$ cat src/rtl/execute_ldst_sequencer_pkg.sv
// Shared types for the execute-stage load/store sequencer: FSM state codes,
// access-order codes, the latched request record and the load extension helper.
package execute_ldst_sequencer_pkg;

   typedef enum logic [2:0] {
      LDSTSEQ_IDLE  = 3'd0,
      LDSTSEQ_REQ   = 3'd1,
      LDSTSEQ_WAIT  = 3'd2,
      LDSTSEQ_OUT   = 3'd3,
      LDSTSEQ_DRAIN = 3'd4
   } ldstseq_state_e;

   localparam logic [1:0] LDST_ORDER_BYTE = 2'd0;
   localparam logic [1:0] LDST_ORDER_HALF = 2'd1;
   localparam logic [1:0] LDST_ORDER_WORD = 2'd2;

   typedef struct packed {
      logic        rw;
      logic [31:0] pdt;
      logic [31:0] addr;
      logic [31:0] data;
      logic [1:0]  order;
      logic [3:0]  mask;
      logic [1:0]  shift;
      logic        sgn;
      logic [4:0]  dest;
   } ldst_req_t;

   // Select the low byte/half/word of an already shifted word and extend it.
   function automatic logic [31:0] ldst_extend(input logic [31:0] w,
                                               input logic [1:0]  order,
                                               input logic        sgn);
      logic [31:0] r;
      case (order)
         LDST_ORDER_BYTE: r = {{24{sgn & w[7]}}, w[7:0]};
         LDST_ORDER_HALF: r = {{16{sgn & w[15]}}, w[15:0]};
         LDST_ORDER_WORD: r = w;
         default:         r = 32'h0000_0000;
      endcase
      return r;
   endfunction

endpackage

$ cat src/rtl/execute_ldst_sequencer_load_align.sv
// Combinational load-data aligner: shifts the returned word down by whole
// bytes, then selects and extends the byte/half/word lane.
module execute_ldst_load_align
   import execute_ldst_sequencer_pkg::*;
(
   input  logic [31:0] iDATA,
   input  logic [1:0]  iSHIFT,
   input  logic [1:0]  iORDER,
   input  logic        iSIGNED,
   output logic [31:0] oDATA
);

   logic [31:0] shifted_s;

   // Byte shift followed by lane selection and extension.
   always_comb begin
      shifted_s = iDATA >> {iSHIFT, 3'b000};
      oDATA     = ldst_extend(shifted_s, iORDER, iSIGNED);
   end

endmodule

$ cat src/rtl/execute_ldst_sequencer.sv
// Holds one load/store from execute until memory accepts it, waits for load
// data, aligns it and hands the result to writeback; drains cleanly on flush.
module execute_ldst_sequencer
   import execute_ldst_sequencer_pkg::*;
(
   input  logic        iCLOCK,
   input  logic        iRESET_SYNC,
   input  logic        iFREE_REFRESH,
   input  logic        iPREV_VALID,
   output logic        oPREV_LOCK,
   input  logic        iPREV_RW,
   input  logic [31:0] iPREV_PDT,
   input  logic [31:0] iPREV_ADDR,
   input  logic [31:0] iPREV_DATA,
   input  logic [1:0]  iPREV_ORDER,
   input  logic [3:0]  iPREV_MASK,
   input  logic [1:0]  iPREV_SHIFT,
   input  logic        iPREV_SIGNED,
   input  logic [4:0]  iPREV_DESTINATION,
   output logic        oDATAIO_REQ,
   input  logic        iDATAIO_BUSY,
   output logic        oDATAIO_RW,
   output logic [1:0]  oDATAIO_ORDER,
   output logic [3:0]  oDATAIO_MASK,
   output logic [31:0] oDATAIO_PDT,
   output logic [31:0] oDATAIO_ADDR,
   output logic [31:0] oDATAIO_DATA,
   input  logic        iDATAIO_REQ,
   input  logic [31:0] iDATAIO_DATA,
   output logic        oNEXT_VALID,
   input  logic        iNEXT_BUSY,
   output logic        oNEXT_WRITEBACK,
   output logic [31:0] oNEXT_DATA,
   output logic [4:0]  oNEXT_DESTINATION
);

   ldstseq_state_e state_q, state_d;
   ldst_req_t      req_q, req_d;
   logic [31:0]    rdata_q, rdata_d;
   logic [31:0]    align_s;
   logic           accept_s;

   execute_ldst_load_align u_align (
      .iDATA   (iDATAIO_DATA),
      .iSHIFT  (req_q.shift),
      .iORDER  (req_q.order),
      .iSIGNED (req_q.sgn),
      .oDATA   (align_s)
   );

   // State, request latch and result register.
   always_ff @(posedge iCLOCK) begin
      if (iRESET_SYNC) begin
         state_q <= LDSTSEQ_IDLE;
         req_q   <= '0;
         rdata_q <= 32'h0000_0000;
      end else begin
         state_q <= state_d;
         req_q   <= req_d;
         rdata_q <= rdata_d;
      end
   end

   // Next state; flush overrides every transition, but an issued request
   // still has to be accounted for (store stands, load drains its data).
   always_comb begin
      state_d = state_q;
      case (state_q)
         LDSTSEQ_IDLE: begin
            if (iPREV_VALID && !iFREE_REFRESH) state_d = LDSTSEQ_REQ;
            else                               state_d = LDSTSEQ_IDLE;
         end
         LDSTSEQ_REQ: begin
            if (!iDATAIO_BUSY) begin
               if (req_q.rw) state_d = iFREE_REFRESH ? LDSTSEQ_IDLE  : LDSTSEQ_OUT;
               else          state_d = iFREE_REFRESH ? LDSTSEQ_DRAIN : LDSTSEQ_WAIT;
            end else if (iFREE_REFRESH) begin
               state_d = LDSTSEQ_IDLE;
            end else begin
               state_d = LDSTSEQ_REQ;
            end
         end
         LDSTSEQ_WAIT: begin
            if (iDATAIO_REQ)        state_d = iFREE_REFRESH ? LDSTSEQ_IDLE : LDSTSEQ_OUT;
            else if (iFREE_REFRESH) state_d = LDSTSEQ_DRAIN;
            else                    state_d = LDSTSEQ_WAIT;
         end
         LDSTSEQ_OUT: begin
            if (iFREE_REFRESH || !iNEXT_BUSY) state_d = LDSTSEQ_IDLE;
            else                              state_d = LDSTSEQ_OUT;
         end
         LDSTSEQ_DRAIN: begin
            if (iDATAIO_REQ) state_d = LDSTSEQ_IDLE;
            else             state_d = LDSTSEQ_DRAIN;
         end
         default: state_d = LDSTSEQ_IDLE;
      endcase
   end

   // Request capture on accept; aligned load data captured on return.
   always_comb begin
      accept_s = (state_q == LDSTSEQ_IDLE) && iPREV_VALID && !iFREE_REFRESH;
      req_d    = req_q;
      rdata_d  = rdata_q;
      if (accept_s) begin
         req_d.rw    = iPREV_RW;
         req_d.pdt   = iPREV_PDT;
         req_d.addr  = iPREV_ADDR;
         req_d.data  = iPREV_DATA;
         req_d.order = iPREV_ORDER;
         req_d.mask  = iPREV_MASK;
         req_d.shift = iPREV_SHIFT;
         req_d.sgn   = iPREV_SIGNED;
         req_d.dest  = iPREV_DESTINATION;
         rdata_d     = 32'h0000_0000;
      end else if ((state_q == LDSTSEQ_WAIT) && iDATAIO_REQ && !iFREE_REFRESH) begin
         rdata_d = align_s;
      end else begin
         rdata_d = rdata_q;
      end
   end

   // Outputs decoded purely from registered state and latched fields.
   always_comb begin
      oPREV_LOCK        = (state_q != LDSTSEQ_IDLE);
      oDATAIO_REQ       = (state_q == LDSTSEQ_REQ);
      oDATAIO_RW        = req_q.rw;
      oDATAIO_ORDER     = req_q.order;
      oDATAIO_MASK      = req_q.mask;
      oDATAIO_PDT       = req_q.pdt;
      oDATAIO_ADDR      = req_q.addr;
      oDATAIO_DATA      = req_q.data;
      oNEXT_VALID       = (state_q == LDSTSEQ_OUT);
      oNEXT_WRITEBACK   = (state_q == LDSTSEQ_OUT) && !req_q.rw;
      oNEXT_DATA        = rdata_q;
      oNEXT_DESTINATION = req_q.dest;
   end

endmodule

$ cat config.mk
export PLATFORM = sky130hd
export DESIGN_NAME = execute_ldst_sequencer
export DESIGN_NICKNAME = d
export VERILOG_FILES = /design/src/rtl/execute_ldst_sequencer_pkg.sv /design/src/rtl/execute_ldst_sequencer_load_align.sv /design/src/rtl/execute_ldst_sequencer.sv
export SDC_FILE = /design/constraint.sdc
export NUM_CORES = 1
export LEC_CHECK = 0
export ABC_AREA = 0
export CORE_AREA = 2 2 128 130
export DETAILED_ROUTE_END_ITERATION = 16
export DIE_AREA = 0 0 130 132
export GPL_ROUTABILITY_DRIVEN = 0
export GPL_TIMING_DRIVEN = 0
export PLACE_DENSITY = 0.8
export SKIP_CTS_REPAIR_TIMING = 1
export SLEW_MARGIN = 30
export SYNTH_ARGS = -nofsm -noshare
export SYNTH_HDL_FRONTEND = slang
export SYNTH_SLANG_ARGS = --single-unit
$ cat constraint.sdc
create_clock -name iCLOCK -period 1.9 [get_ports iCLOCK]
set_clock_uncertainty 0.05 [all_clocks]
set_input_delay 0.285 -clock iCLOCK [delete_from_list [all_inputs] [get_ports iCLOCK]]
set_output_delay 0.285 -clock iCLOCK [all_outputs]
set_load 0.03 [all_outputs]
==> flow_summary.ini, run 1 <==
[synth]
syn_area_um2 = 6720
yosysWarnings = 0
synth-edff-count = 0
synth.most_common_cell = nand2_1
synth_top_area_cell = dfxtp_1
ys_ff_latch = 146
synth_top_area_share = 0.435
ys_types = 47
netlist_instances = 816
async_flop_share = 0
syn_avg_cell_area_um2 = 8.23
ys_top_cells_by_count = 239 x nand2_1, 146 x dfxtp_1, 128 x a21oi_1, 108 x buf_4, 26 x mux2i_1
yosysSeqAreaShare = 0.435
ys_top_cells_by_area = dfxtp_1 44%, nand2_1 13%, buf_4 12%, a21oi_1 9.5%, mux2i_1 3.9%
synth_fp_nets = 966
synthFlopType = dfxtp_1

[sta]
maxSlewHeadroom = 0.544
setup_viol = 0
slew_violations = 0
tightestPinTransition_ns = 0.685
finalHoldViolations = 0
period_needed_ns = 1.89
finalCritPeriodShare = 0.992
worst_slack_ns = 0.0144
max_freq_mhz = 530

[setup_path]
crit_type = reg -> out
slowest_delay_ns = 0.71
crit_family = buffers and inverters
cp-startpoint = oDATAIO_PDT[19]
cp_slowest_cell = clkdlybuf4s50_1
reg2reg_from = state_q[0]
worstPathRequired_ns = 1.56
crit_path_start_kind = register
end_kind = output pin
critical_path_buf_inv_count = 2
crit_path_cell_trace = buf_4 > clkdlybuf4s50_1
cp_max_fo = 2
arrival_ns = 1.55
r2r_setup_slack_ns = 0.10

[route]
first_iter_violations = 390
viasPerCell = 4.76
wl_per_cell_um = 15.1
route.detailed.drc = 0
via_count = 6442
dr.pass1.iters = 5
wl_um = 20400
antenna_left = 0

[finish]
final_area_um2 = 10600
nets = 1277
drive_above_1_share = 0.170
fillers = 1265
antennaDiodeCount = 0
syn_to_final_growth_pct = 57.8

[placed_design]
place_area_um2 = 9920
dp_hpwl_um = 15300
pre_cts_slack_ns = -0.397
port_buffers = 292

[global_routing]
grt_pass1_wl_um = 31200
grt_max_degree = 17
grt-ovfl-total = 0
grt_pass1_vias = 5992
gr-usage-all-layers = 0.232
antenna_found_initial = 1

[clock_tree]
clock_path_buffers = 2
htreeDepth = 4
cts_sinks = 146
cts_inserted_buffers = 17
root_buffer = clkbuf_16
insertion_delay_ns = 0.41
cts_tree = done
cts.clk_slew.worst_paths_ns = 0.06

[die]
dieArea_um2 = 17200
core_area_um2 = 15700
fp-row-count = 46
die_h_um = 132
ios = 294
fp.dieW_um = 130
start_util = 0.428

[pwr]
power_switching_mw = 2.04
p_leak_nw = 5.01
pwr-share-clk = 0.398
power_mw = 7.83
power_density_nw_per_um2 = 738
comb_power_share = 0.188
ir_worst_vdd_mv = 0.531
intPower_mw = 5.78
swShare = 0.261
pwr-share-seq = 0.414

[outcome]
status = finished, final reports clean

[hold_path]
hp-class = in -> reg
min_from = iRESET_SYNC

[flow_run]
maxCapViolations = 0
cell usage in the layout, fill, tap and decap left out, types with 4 or more instances in the layout:
master	Yosys	final
dfxtp_1	146	145
clkinv_2	0	4
clkbuf_1	22	21
clkinvlp_4	0	5
clkdlybuf4s50_1	0	244
and3_1	6	6
mux2i_1	26	26
nand2_1	239	239
nand3b_1	7	7
o21ai_0	13	13
buf_4	108	109
a211o_1	14	14
o2bb2ai_1	8	8
buf_2	18	16
dlymetal6s2s_1	0	48
a21oi_1	128	128
clkbuf_16	0	17
buf_6	15	16
nor2_1	13	13
nor3_1	10	10
metrics by stage:
stage          setup TNS [ns]  utilization  cells  hold slack [ns]
3_5_place_dp           -44.07        0.631   1324            0.397
4_1_cts                 -1.18        0.666   1354            0.287
6_report                    0        0.675   1354            0.306
2_1_floorplan               0            -    816            0.371
5_1_grt               -0.0233        0.675   1354            0.327
3_3_place_gp           -41.40        0.631   1324            0.392
per-layer routing:
layer  part of all wire  up-vias  GRT usage
li1                   -     3220          -
met1               0.41     2957      0.287
met2               0.49      215      0.379
met3              0.067       48     0.0637
met4              0.033        2     0.0992
met5            0.00039        -          0
worst min-delay path: stages:
cell	delay, ns
buf_2	0.20
nand2b_1	0.20
a31oi_2	0.04
kinds of logic (layout without fill, tap and decap cells):
logic type,Yosys count,after routing,share of synthesized area
AO/OA/AOI/OAI,172,172,0.148
XOR/XNOR,2,2,0.00261
buffers and inverters,166,488,0.175
flip-flops,146,146,0.435
multiplexers,27,27,0.0421
AND/OR/NAND/NOR,303,303,0.197
registers in the layout (all words and copies together) (netlist names):
name	cells
oNEXT_DESTINATION	5
oDATAIO_ORDER	2
oDATAIO_ADDR	32
oDATAIO_DATA	32
oDATAIO_PDT	32
req_q	3
oDATAIO_MASK	4
oDATAIO_RW	1
oNEXT_DATA	32
state_q	3
layout make-up:
class / instances / area, um^2 / share of cell area
repair buffers: 293 / 3050 / 0.288
flip-flops and latches: 146 / 2920 / 0.276
multi-input cells: 504 / 2630 / 0.248
plain buffers: 163 / 1170 / 0.111
clock buffers: 20 / 457 / 0.0431
well taps: 216 / 270 / 0.0255
clock inverters: 10 / 87.6 / 0.00826
inverters: 2 / 7.51 / 0.000708
power by group through the flow:
stage | registers (mW) | clock network, mW | logic (mW)
finish | 3.24 | 3.11 | 1.47
global route | 3.25 | 3.29 | 1.58
CTS | 3.24 | 3.16 | 1.48
detailed placement | 3.31 | 0 | 1.47
global placement | 3.30 | 0 | 1.46
floorplan | 3.30 | 0 | 0.799
final timing paths:
check | end | cells after the start
hold reg to reg | oDATAIO_PDT[3] | 2
hold / removal | state_q[0] | 3
setup / recovery | oDATAIO_PDT[19] | 2
setup reg to reg | oNEXT_DATA[30] | 6
Power figures use the tool's default switching activity.
==> inputs of run 2 (changes only) <==
--- a/config.mk
+++ b/config.mk
@@ -6,12 +6,13 @@
 export NUM_CORES = 1
 export LEC_CHECK = 0
 export ABC_AREA = 0
-export CORE_AREA = 2 2 128 130
+export CORE_AREA = 8 8 134 136
 export DETAILED_ROUTE_END_ITERATION = 16
-export DIE_AREA = 0 0 130 132
+export DIE_AREA = 0 0 142 144
 export GPL_ROUTABILITY_DRIVEN = 0
 export GPL_TIMING_DRIVEN = 0
 export PLACE_DENSITY = 0.8
+export SETUP_SLACK_MARGIN = 0.5
 export SKIP_CTS_REPAIR_TIMING = 1
 export SLEW_MARGIN = 30
 export SYNTH_ARGS = -nofsm -noshare
==> run 2 against run 1 <==
  * Sequential power barely moved
  * Register-to-register slack improved by 0.03 ns
  * Die area rose by 19%
  * Core utilization rose by 0.94 points
  * Final area rose by 3.6%
  * First-iteration DRC count fell by 25%
  * Critical endpoint is now oNEXT_DATA[4]
==> flow_summary.ini, run 2 (same netlist as run 1, synthesis figures left out) <==
[die]
start_util = 0.418
die_h_um = 144
core_area_um2 = 16100
fp.dieW_um = 142
dieArea_um2 = 20400
fp-row-count = 47
ios = 294

[sta]
hold_slack_ns = 0.310
finalSetupTns_ns = 0
setup_viol = 0
finalHoldViolations = 0
maxSlewHeadroom = 0.552
rsz0062_at_grt = yes
period_needed_ns = 1.77
slew_violations = 0
tightestPinTransition_ns = 0.673
max_freq_mhz = 564
finalCritPeriodShare = 0.933

[pwr]
power_density_nw_per_um2 = 750
power_mw = 8.23
p_leak_nw = 6.01
ir_worst_vdd_mv = 0.641

[setup_path]
slowest_delay_ns = 0.36
end_kind = register
arrival_ns = 2.01
crit_type = reg -> reg
worstPathRequired_ns = 2.14
crit_path_start_kind = register
cp_max_fo = 10
cp_slowest_cell = mux2i_2
crit_path_cell_trace = buf_6 > buf_2 > mux2i_2 > nor2_1 > o21ai_0 > a21oi_2

[finish]
fin_cells = 1377
final_common_cell = nand2_1
multi_input_area_um2 = 2720
seq_area_um2 = 2950
antennaDiodeCount = 0
mostFrequentLayoutCells = 239 x nand2_1, 166 x buf_4, 146 x clkdlybuf4s50_1, 129 x dfxtp_1, 116 x a21oi_1
fillers = 1303
syn_to_final_growth_pct = 63.5
final_area_um2 = 11000
drive_above_1_share = 0.266
nets = 1294

[global_routing]
gr-usage-all-layers = 0.218
grt_max_degree = 17
grt-ovfl-total = 0
grt_pass1_wl_um = 34400
use_met2 = 0.378
met3_usage = 0.102
use_met1 = 0.219
grt_pass1_vias = 6546
antenna_found_initial = 1
top_usage_layer = met2

[route]
wl_per_cell_um = 17.2
dr.pass1.iters = 6
via_count = 6572
route.detailed.drc = 0
first_iter_violations = 294
antenna_left = 0
viasPerCell = 4.77
wl_um = 23700

[clock_tree]
root_buffer = clkbuf_16
cts.clk_slew.worst_paths_ns = 0.06
clock_path_buffers = 2
cts_inserted_buffers = 17
cts_sinks = 146
insertion_delay_ns = 0.41
htreeDepth = 4
cts_tree = done

[outcome]
status = finished, final reports clean

[placed_design]
dp_hpwl_um = 17500
place_area_um2 = 10000
port_buffers = 292
place_inst = 1328

[hold_path]
hp-class = in -> reg

[flow_run]
maxCapViolations = 0
-- run 2: worst max-delay path, delay by kind of cell, from the launching register on --
family / cells / cell delay (ns)
buffers and inverters: 2 / 0.45
AO/OA/AOI/OAI: 2 / 0.41
multiplexers: 1 / 0.36
flip-flops: 1 / 0.32
AND/OR/NAND/NOR: 1 / 0.06
-- run 2: routing by layer --
layer  wire, um  up-vias
li1           -     3259
met1       8880     3035
met2      11900      234
met3       2290       42
met4        660        2
met5         10        -
-- run 2: stage by stage --
stage | setup slack (ns) | util
detailed placement | -0.420 | 0.624
CTS | -0.320 | 0.662
global placement | -0.397 | 0.624
global route | 0.0983 | 0.684
finish | 0.128 | 0.684
floorplan | 0.329 | -
-- run 2: worst paths after layout --
| kind | start | to | slack, ns | depth (start not counted) |
|---|---|---|---|---|
| max | req_q[6] | oNEXT_DATA[4] | 0.13 | 6 |
| min | iDATAIO_REQ | state_q[2] | 0.31 | 4 |
| max reg2reg | req_q[6] | oNEXT_DATA[4] | 0.13 | 6 |
| min reg2reg | oDATAIO_PDT[16] | oDATAIO_PDT[16] | 0.40 | 2 |
-- run 2: area by class of cell --
cell class / instances / share of cell area
Buffer: 164 / 0.115
Clock buffer: 20 / 0.0407
Clock inverter: 12 / 0.0144
Inverter: 2 / 0.000684
Multi-Input combinational cell: 504 / 0.248
Sequential cell: 146 / 0.268
Tap cell: 220 / 0.0251
Timing Repair Buffer: 309 / 0.289
-- run 2: power breakdown --
group	switching, mW	leakage [nW]	internal (mW)
Combinational	0.753	4.53	0.789
Clock	1.34	0.287	2.11
Sequential	0.0650	1.20	3.18
Total	2.16	6.01	6.08
==> inputs of run 3 (changes only) <==
--- a/config.mk
+++ b/config.mk
@@ -6,14 +6,15 @@
 export NUM_CORES = 1
 export LEC_CHECK = 0
 export ABC_AREA = 0
-export CORE_AREA = 8 8 134 136
+export CELL_PAD_IN_SITES_DETAIL_PLACEMENT = 1
+export CELL_PAD_IN_SITES_GLOBAL_PLACEMENT = 1
+export CORE_AREA = 8 8 159 161
 export DETAILED_ROUTE_END_ITERATION = 16
-export DIE_AREA = 0 0 142 144
+export DIE_AREA = 0 0 167 169
 export GPL_ROUTABILITY_DRIVEN = 0
 export GPL_TIMING_DRIVEN = 0
-export PLACE_DENSITY = 0.8
+export PLACE_DENSITY = 0.79
 export SETUP_SLACK_MARGIN = 0.5
-export SKIP_CTS_REPAIR_TIMING = 1
 export SLEW_MARGIN = 30
 export SYNTH_ARGS = -nofsm -noshare
 export SYNTH_HDL_FRONTEND = slang
==> run 3 against run 2 <==
  * Power increased by 5.5%
  * Cell count grew 7.7%
  * Via count increased by 6.3%
  * Routed wire length is 26% higher
  * Combinational power rose by 22%
  * Sequential power barely moved
  * Setup slack worse by 0.042 ns
  * Final area increased by 8.7%
  * Core utilization fell by 16 points
  * Register-to-register slack worse by 0.04 ns
==> flow_summary.ini, run 3 (same netlist as run 1, synthesis figures left out) <==
[finish]
fin_cells = 1483
final_area_um2 = 11900
drive_above_1_share = 0.497
mostFrequentLayoutCells = 215 x buf_4, 179 x nand2_1, 146 x clkdlybuf4s50_1, 91 x dfxtp_1, 65 x a21oi_1
nets = 1329
syn_to_final_growth_pct = 77.8
final_common_cell = buf_4

[setup_path]
slowest_delay_ns = 0.35
end_kind = register
crit_type = reg -> reg
crit_path_start_kind = register
arrival_ns = 2.08
crit_top_cell = mux2i_1
r2r_end = oNEXT_DATA[30]
worstPathRequired_ns = 2.16
r2r_cells = 6
cp_slowest_cell = o2111a_4
cp-startpoint = oDATAIO_ORDER[0]
endpoint = oNEXT_DATA[30]
r2r_setup_slack_ns = 0.09
crit_path_cell_trace = buf_8 > mux2i_1 > mux2i_1 > o2111a_4 > clkbuf_16 > a211o_2
cp_max_fo = 9
reg2reg_from = oDATAIO_ORDER[0]

[pwr]
p_leak_nw = 5.22
power_density_nw_per_um2 = 727
ir_worst_vdd_mv = 0.457

[clock_tree]
htreeDepth = 4
hold_buffers = 0
cts_tree = done
clock_path_buffers = 2
cts.clk_slew.worst_paths_ns = 0.07
cts_sinks = 146
insertion_delay_ns = 0.42
cts_inserted_buffers = 17
root_buffer = clkbuf_16

[sta]
max_freq_mhz = 551
rsz0062_at_grt = yes
setup_viol = 0
finalCritPeriodShare = 0.955
worst_slack_ns = 0.0860
hold_slack_ns = 0.344
period_needed_ns = 1.81
maxSlewHeadroom = 0.505
finalHoldViolations = 0
tightestPinTransition_ns = 0.743
slew_violations = 0

[global_routing]
grt_pass1_vias = 7407
gr-usage-all-layers = 0.188
grt-ovfl-total = 0
antenna_found_initial = 3
grt_pass1_wl_um = 41600
grt_max_degree = 17

[placed_design]
dp_hpwl_um = 20200
port_buffers = 292
pre_cts_slack_ns = -0.473
place_inst = 1398
place_area_um2 = 10100

[flow_run]
maxCapViolations = 0

[route]
viasPerCell = 4.71
dr.pass1.iters = 4
wl_um = 29900
via_count = 6985
first_iter_violations = 222
wl_per_cell_um = 20.1
route.detailed.drc = 0
antenna_left = 0

[die]
fp.dieW_um = 167
ios = 294
dieArea_um2 = 28200
core_area_um2 = 22900
start_util = 0.293
die_h_um = 169
fp-row-count = 56

[outcome]
status = finished, final reports clean

[hold_path]
min_from = iDATAIO_REQ
hp-class = in -> reg
-- run 3: worst min-delay path by stage --
| stage | to | slack (ns) | cells past startpoint |
|---|---|---|---|
| 2_1_floorplan | oDATAIO_ORDER[0] | 0.36 | 2 |
| 3_3_place_gp | oNEXT_DATA[17] | 0.39 | 1 |
| 3_5_place_dp | oDATAIO_PDT[31] | 0.40 | 2 |
| 4_1_cts | state_q[0] | 0.32 | 3 |
| 5_1_grt | oDATAIO_ADDR[13] | 0.34 | 3 |
| 6_report | state_q[2] | 0.34 | 4 |
-- run 3: per-layer routing --
layer  track usage  up-vias  wire length [um]
met5             0        -                20
met4        0.0450        4               652
met3        0.0881       39              2790
met2         0.333      241             15000
met1         0.199     3374             11400
li1              -     3327                 -
-- run 3: through the flow --
step / setup TNS (ns) / power (mW) / utilization
finish: 0 / 8.68 / 0.521
floorplan: 0 / 4.12 / -
detailed placement: -52.28 / 4.86 / 0.441
global placement: -49.42 / 4.84 / 0.441
CTS: 0 / 8.39 / 0.466
global route: 0 / 9.03 / 0.521
-- run 3: cell type report --
class / count / area [um^2]
repair buffers: 344 / 3200
inverters: 2 / 7.51
flip-flops and latches: 146 / 3000
clock inverters: 12 / 145
multi-input cells: 504 / 3410
well taps: 290 / 363
clock buffers: 19 / 453
diodes: 2 / 5.00
plain buffers: 164 / 1360
fillers: 2589 / 11000
-- run 3: power breakdown --
part / switching (mW) / internal, mW / total (mW)
Clock: 1.49 / 2.03 / 3.52
Sequential: 0.0868 / 3.19 / 3.27
Combinational: 0.919 / 0.965 / 1.88
Total: 2.50 / 6.18 / 8.68
-- run 3: critical path, delay by kind of cell, from the launching register on --
family	cells	cell delay, ns
flops	1	0.34
buf+inv	2	0.31
compound gates	2	0.60
mux	2	0.40
-- run 3: timing repair --
action                     4_1_cts  5_1_grt
setup buffers                    9       29
setup endpoints to repair      288      254
cloned                           2       12
pin swaps                        6       52
resized for setup              454      635
